===== src/rtl/pio_2401_dr.sv =====
// ---------------------------------------------------------------------------
// pio_2401_dr
//   Memory-mapped input port for the two nRF2401 data-ready pins (DR1/DR2).
//   Each pin is synchronised, glitch-filtered with a programmable length,
//   and its filtered rising edges are captured into a write-1-to-clear
//   register that can raise a maskable level interrupt.
//
// Ports
//   clk        : single clock for all logic
//   reset_n    : asynchronous active-low reset
//   address    : register select (0 data, 1 filt_len, 2 irqmask, 3 edgecap)
//   chipselect : slave select
//   write_n    : active-low write strobe
//   writedata  : write data
//   in_port    : asynchronous DR1/DR2 pins
//   readdata   : zero-latency read data (combinational from address)
//   irq        : level interrupt, OR of (edgecap & irqmask)
// ---------------------------------------------------------------------------
module pio_2401_dr #(
  parameter logic [3:0] FILT_RST = 4'd3
) (
  input  logic       clk,
  input  logic       reset_n,
  input  logic [1:0] address,
  input  logic       chipselect,
  input  logic       write_n,
  input  logic [3:0] writedata,
  input  logic [1:0] in_port,
  output logic [3:0] readdata,
  output logic       irq
);

  localparam logic [1:0] ADDR_DATA    = 2'd0;
  localparam logic [1:0] ADDR_FILTLEN = 2'd1;
  localparam logic [1:0] ADDR_IRQMASK = 2'd2;
  localparam logic [1:0] ADDR_EDGECAP = 2'd3;

  logic [1:0]      sync1_r;
  logic [1:0]      sync2_r;
  logic [1:0][3:0] cnt_r;
  logic [1:0][3:0] cnt_nxt_s;
  logic [1:0]      filt_r;
  logic [1:0]      filt_nxt_s;
  logic [1:0]      rise_s;
  logic [3:0]      filt_len_r;
  logic [1:0]      irqmask_r;
  logic [1:0]      edgecap_r;
  logic [1:0]      edgecap_nxt_s;
  logic            wr_en_s;

  // Write-1-to-clear update where a simultaneous set wins over the clear.
  function automatic logic [1:0] w1c_update(input logic [1:0] cur,
                                            input logic [1:0] set,
                                            input logic [1:0] clr,
                                            input logic       clr_en);
    logic [1:0] clr_mask;
    clr_mask = clr & {2{clr_en}};
    return (cur & ~clr_mask) | set;
  endfunction

  assign wr_en_s = chipselect & ~write_n;

  // Two-flop synchroniser for the asynchronous pins.
  always_ff @(posedge clk or negedge reset_n) begin
    if (!reset_n) begin
      sync1_r <= 2'b00;
      sync2_r <= 2'b00;
    end else begin
      sync1_r <= in_port;
      sync2_r <= sync1_r;
    end
  end

  // Per-bit glitch filter next state. A differing level must persist until
  // cnt reaches filt_len before filt follows it; any return to the filtered
  // level clears cnt. A cnt already above a newly lowered filt_len simply
  // keeps counting and wraps, no update is forced.
  always_comb begin
    cnt_nxt_s  = cnt_r;
    filt_nxt_s = filt_r;
    for (int i = 0; i < 2; i++) begin
      if (sync2_r[i] == filt_r[i]) begin
        cnt_nxt_s[i] = 4'd0;
      end else if (cnt_r[i] == filt_len_r) begin
        filt_nxt_s[i] = sync2_r[i];
        cnt_nxt_s[i]  = 4'd0;
      end else begin
        cnt_nxt_s[i] = cnt_r[i] + 4'd1;
      end
    end
  end

  // Only filtered 0->1 transitions are captured.
  assign rise_s = filt_nxt_s & ~filt_r;

  // Edge-capture next state: rising edges set, W1C writes to address 3 clear.
  always_comb begin
    edgecap_nxt_s = w1c_update(edgecap_r, rise_s, writedata[1:0],
                               wr_en_s && (address == ADDR_EDGECAP));
  end

  // Filter counters and filtered values.
  always_ff @(posedge clk or negedge reset_n) begin
    if (!reset_n) begin
      cnt_r  <= '0;
      filt_r <= 2'b00;
    end else begin
      cnt_r  <= cnt_nxt_s;
      filt_r <= filt_nxt_s;
    end
  end

  // Software-visible control registers and the edge-capture register.
  always_ff @(posedge clk or negedge reset_n) begin
    if (!reset_n) begin
      filt_len_r <= FILT_RST;
      irqmask_r  <= 2'b00;
      edgecap_r  <= 2'b00;
    end else begin
      edgecap_r <= edgecap_nxt_s;
      if (wr_en_s && (address == ADDR_FILTLEN)) begin
        filt_len_r <= writedata;
      end else begin
        filt_len_r <= filt_len_r;
      end
      if (wr_en_s && (address == ADDR_IRQMASK)) begin
        irqmask_r <= writedata[1:0];
      end else begin
        irqmask_r <= irqmask_r;
      end
    end
  end

  // Zero-latency read mux, independent of chipselect/write_n.
  always_comb begin
    readdata = 4'h0;
    case (address)
      ADDR_DATA:    readdata = {2'b00, filt_r};
      ADDR_FILTLEN: readdata = filt_len_r;
      ADDR_IRQMASK: readdata = {2'b00, irqmask_r};
      ADDR_EDGECAP: readdata = {2'b00, edgecap_r};
      default:      readdata = 4'h0;
    endcase
  end

  assign irq = |(edgecap_r & irqmask_r);

endmodule


===== config.mk =====
export PLATFORM = sky130hd
export DESIGN_NAME = pio_2401_dr
export DESIGN_NICKNAME = d
export VERILOG_FILES = /design/src/rtl/pio_2401_dr.sv
export SDC_FILE = /design/constraint.sdc
export NUM_CORES = 1
export LEC_CHECK = 0
export CAP_MARGIN = 30
export CORE_MARGIN = 2
export CORE_UTILIZATION = 50
export DETAILED_ROUTE_END_ITERATION = 10
export PLACE_DENSITY = 0.83
export SLEW_MARGIN = 15
export SYNTH_ARGS = -nofsm -noshare
export SYNTH_HDL_FRONTEND = slang
export SYNTH_SLANG_ARGS = --single-unit

===== constraint.sdc =====
create_clock -name clk -period 3.4 [get_ports clk]
set_input_delay 0.85 -clock clk [delete_from_list [all_inputs] [get_ports clk]]
set_output_delay 0.85 -clock clk [all_outputs]
set_load 0.03 [all_outputs]

==> results.toml <==
[setup_path]
cp-end-kind = "output port"
critPathMaxFanout = 2
worst_r2r_endpoint = "filt_r[0]"
worstRegToRegCells = 3
criticalPathCategory = "input port to output port"
timing.rr.start = "filt_len_r[1]"
cp-start-kind = "input port"
arrival_ns = 2.46
ff2ff_setup_slack_ns = 1.87
crit_required_ns = 2.55

[synthesis]
yosysSeqAreaShare = 0.533
ys_types = 18
async_flop_share = 1.00
synth_fp_nets = 90
synth_cells = 76
ys_ff_latch = 22
syn-cell-area_um2 = 1040
synth-edff-count = 0
ys_dominant_reg_cell = "dfrtp_1"
yosys-top-cells-count = "20 x dfrtp_1, 12 x xor2_1, 8 x mux2_1, 8 x nor2_1"
yosysTopAreaCellShare = 0.483
synthTopCellsByArea = "dfrtp_1 48%, xor2_1 10%, mux2_1 8.7%"
ys_warn_count = 0
yosysMostFrequentCell = "dfrtp_1"
synth_area_leader_cell = "dfrtp_1"
synth.avg_cell_area_um2 = 13.6

[clocking]
cts.sinks = 22
hold_buffers = 0
cts_tree = "done"
htreeDepth = 1
cts-root-buf = "clkbuf_4"
clk_latency_ns = 0.31
clkTransAtPathRegs_ns = 0.11
clockBufferDepth = 2
numCtsBuffers = 3
post_cts_resized = 0
cts_setup_buffers = 0

[detailed_routing]
wl_per_cell_um = 14.3
drtAntennaViolNets = 0
routed_wl_um = 1810
drtIter0Drc = 3
drc_errors = 0
vias_per_cell = 5.24
via_count = 660
drt-pass1-iter-count = 3

[power]
pwr_density_cell_nw_per_um2 = 654
pwr-share-comb = 0.363
ir_drop_mv = 0.331
power_frac_seq = 0.469
p_clk_frac = 0.168
p_int_mw = 0.547
swShare = 0.354
p_sw_mw = 0.300
p_leak_nw = 0.604

[grt]
grt-ovfl-total = 0
grt_pass1_wl_um = 3400
grt_usage = 0.185
grt_max_degree = 23
grt_antenna_before_repair = 0
grt_pass1_vias = 740

[sta]
post-route-min-period_ns = 3.31
setup_tns_ns = 0
worst_slew_pin_slew_ns = 0.571
slew_headroom = 0.618
clock.fmax_mhz = 302
hold_violations = 0
grt_setup_unrepaired = "no"
finalMaxSlewViolations = 0
setup_viol = 0
fin_skew_ns = 0.00463
holdWs_ns = 0.371
finalCritPeriodShare = 0.975

[outcome]
status = "finished, final reports clean"

[hold_path]
min_from = "sync1_r[0]"
hold_end = "sync2_r[0]"
hold_path_depth = 0
hold_path.class = "flop to flop"

[final_layout]
final_area_um2 = 1300
syn_to_final_growth_pct = 25.0
drive_gt1_frac = 0.162
nNetsFinal = 114
n_antenna_cell = 0
final_util = 0.661
fill_cells = 155

[floorplan]
start_util = 0.529
fp.dieH_um = 49.5
fp.dieW_um = 49.5
core.rowCount = 16
core_um2 = 1960
ios = 17
dieArea_um2 = 2450

[placement]
dpl-instance-area_um2 = 1250
hpwl_um = 1420
io_buffers = 16
place_congestion = 0.679

[run]
cap_violations = 0
==> worst max-delay path, cell delays in order <==
cell	delay [ns]
clkdlybuf4s50_1	0.51
mux4_2	0.50
clkdlybuf4s50_1	0.60
==> power groups by stage <==
stage	logic (mW)	registers, mW	clock network (mW)
2_1_floorplan	0.228	0.384	0
3_3_place_gp	0.298	0.401	0
3_5_place_dp	0.312	0.404	0
4_1_cts	0.313	0.399	0.148
5_1_grt	0.349	0.409	0.153
6_report	0.308	0.397	0.142
==> cells in the final DEF, fill, tap and decap left out <==
cell type,n
dfrtp_1,20
clkdlybuf4s50_1,15
xor2_1,12
nor2_1,8
mux2_1,8
inv_1,4
and3b_1,4
clkbuf_4,3
o41ai_2,2
xnor2_1,2
nor4_2,2
nand4_1,2
a32o_2,2
nand3_1,2
ha_1,2
dfstp_2,2
buf_4,2
mux4_1,1
mux4_2,1
nor2b_1,1
a22o_1,1
clkbuf_8,1
buf_6,1
dlymetal6s2s_1,1
==> registers in the layout, summed over array words and instances, names as in the netlist <==
signal      count
filt_r          2
sync1_r         2
edgecap_r       2
cnt_r           8
filt_len_r      4
sync2_r         2
irqmask_r       2
==> worst max path at each step <==
stage	start	endpoint	slack [ns]	depth (start not counted)
6_report	address[1]	readdata[0]	0.09	3
5_1_grt	address[1]	readdata[0]	0.02	3
4_1_cts	address[0]	readdata[1]	0.02	3
3_5_place_dp	address[0]	readdata[1]	0.02	3
3_3_place_gp	address[0]	readdata[1]	0.06	3
2_1_floorplan	address[0]	readdata[1]	1.01	1
==> through the flow <==
stage                     power [mW]  std cells  worst slack (ns)
after floorplan                0.612         76              1.01
after CTS                      0.859        125            0.0204
after global routing           0.911        126            0.0156
after detailed placement       0.716        121            0.0205
after global placement         0.699        121            0.0642
final                          0.847        126            0.0856
==> metal layers <==
layer / global-route usage / part of all wire / up-vias
met5: 0 / 0 / -
met4: 0.125 / 0.033 / 0
met3: 0.0242 / 0.033 / 5
met2: 0.309 / 0.46 / 17
met1: 0.223 / 0.47 / 318
li1: - / - / 320
==> logic make-up (layout without fill, tap and decap cells) <==
group                    Yosys count  count (layout)  share of synthesized area
AO/OA/AOI/OAI                      5               5                     0.0615
adder cells (fa/ha/maj)            2               2                     0.0241
AND/OR/NAND/NOR                   19              19                      0.115
buffers and inverters              4              27                     0.0145
XOR/XNOR                          14              14                      0.118
multiplexers                      10              10                      0.134
flip-flops                        22              22                      0.533
==> cell type report <==
cell class,instances,area [um2],share of cell area
multi-input cells,50,469,0.362
well taps,27,33.8,0.0261
flip-flops and latches,22,553,0.427
inverters,4,15.0,0.0116
repair buffers,19,189,0.146
clock buffers,4,36.3,0.0280
(Power assumes the default switching activity.)
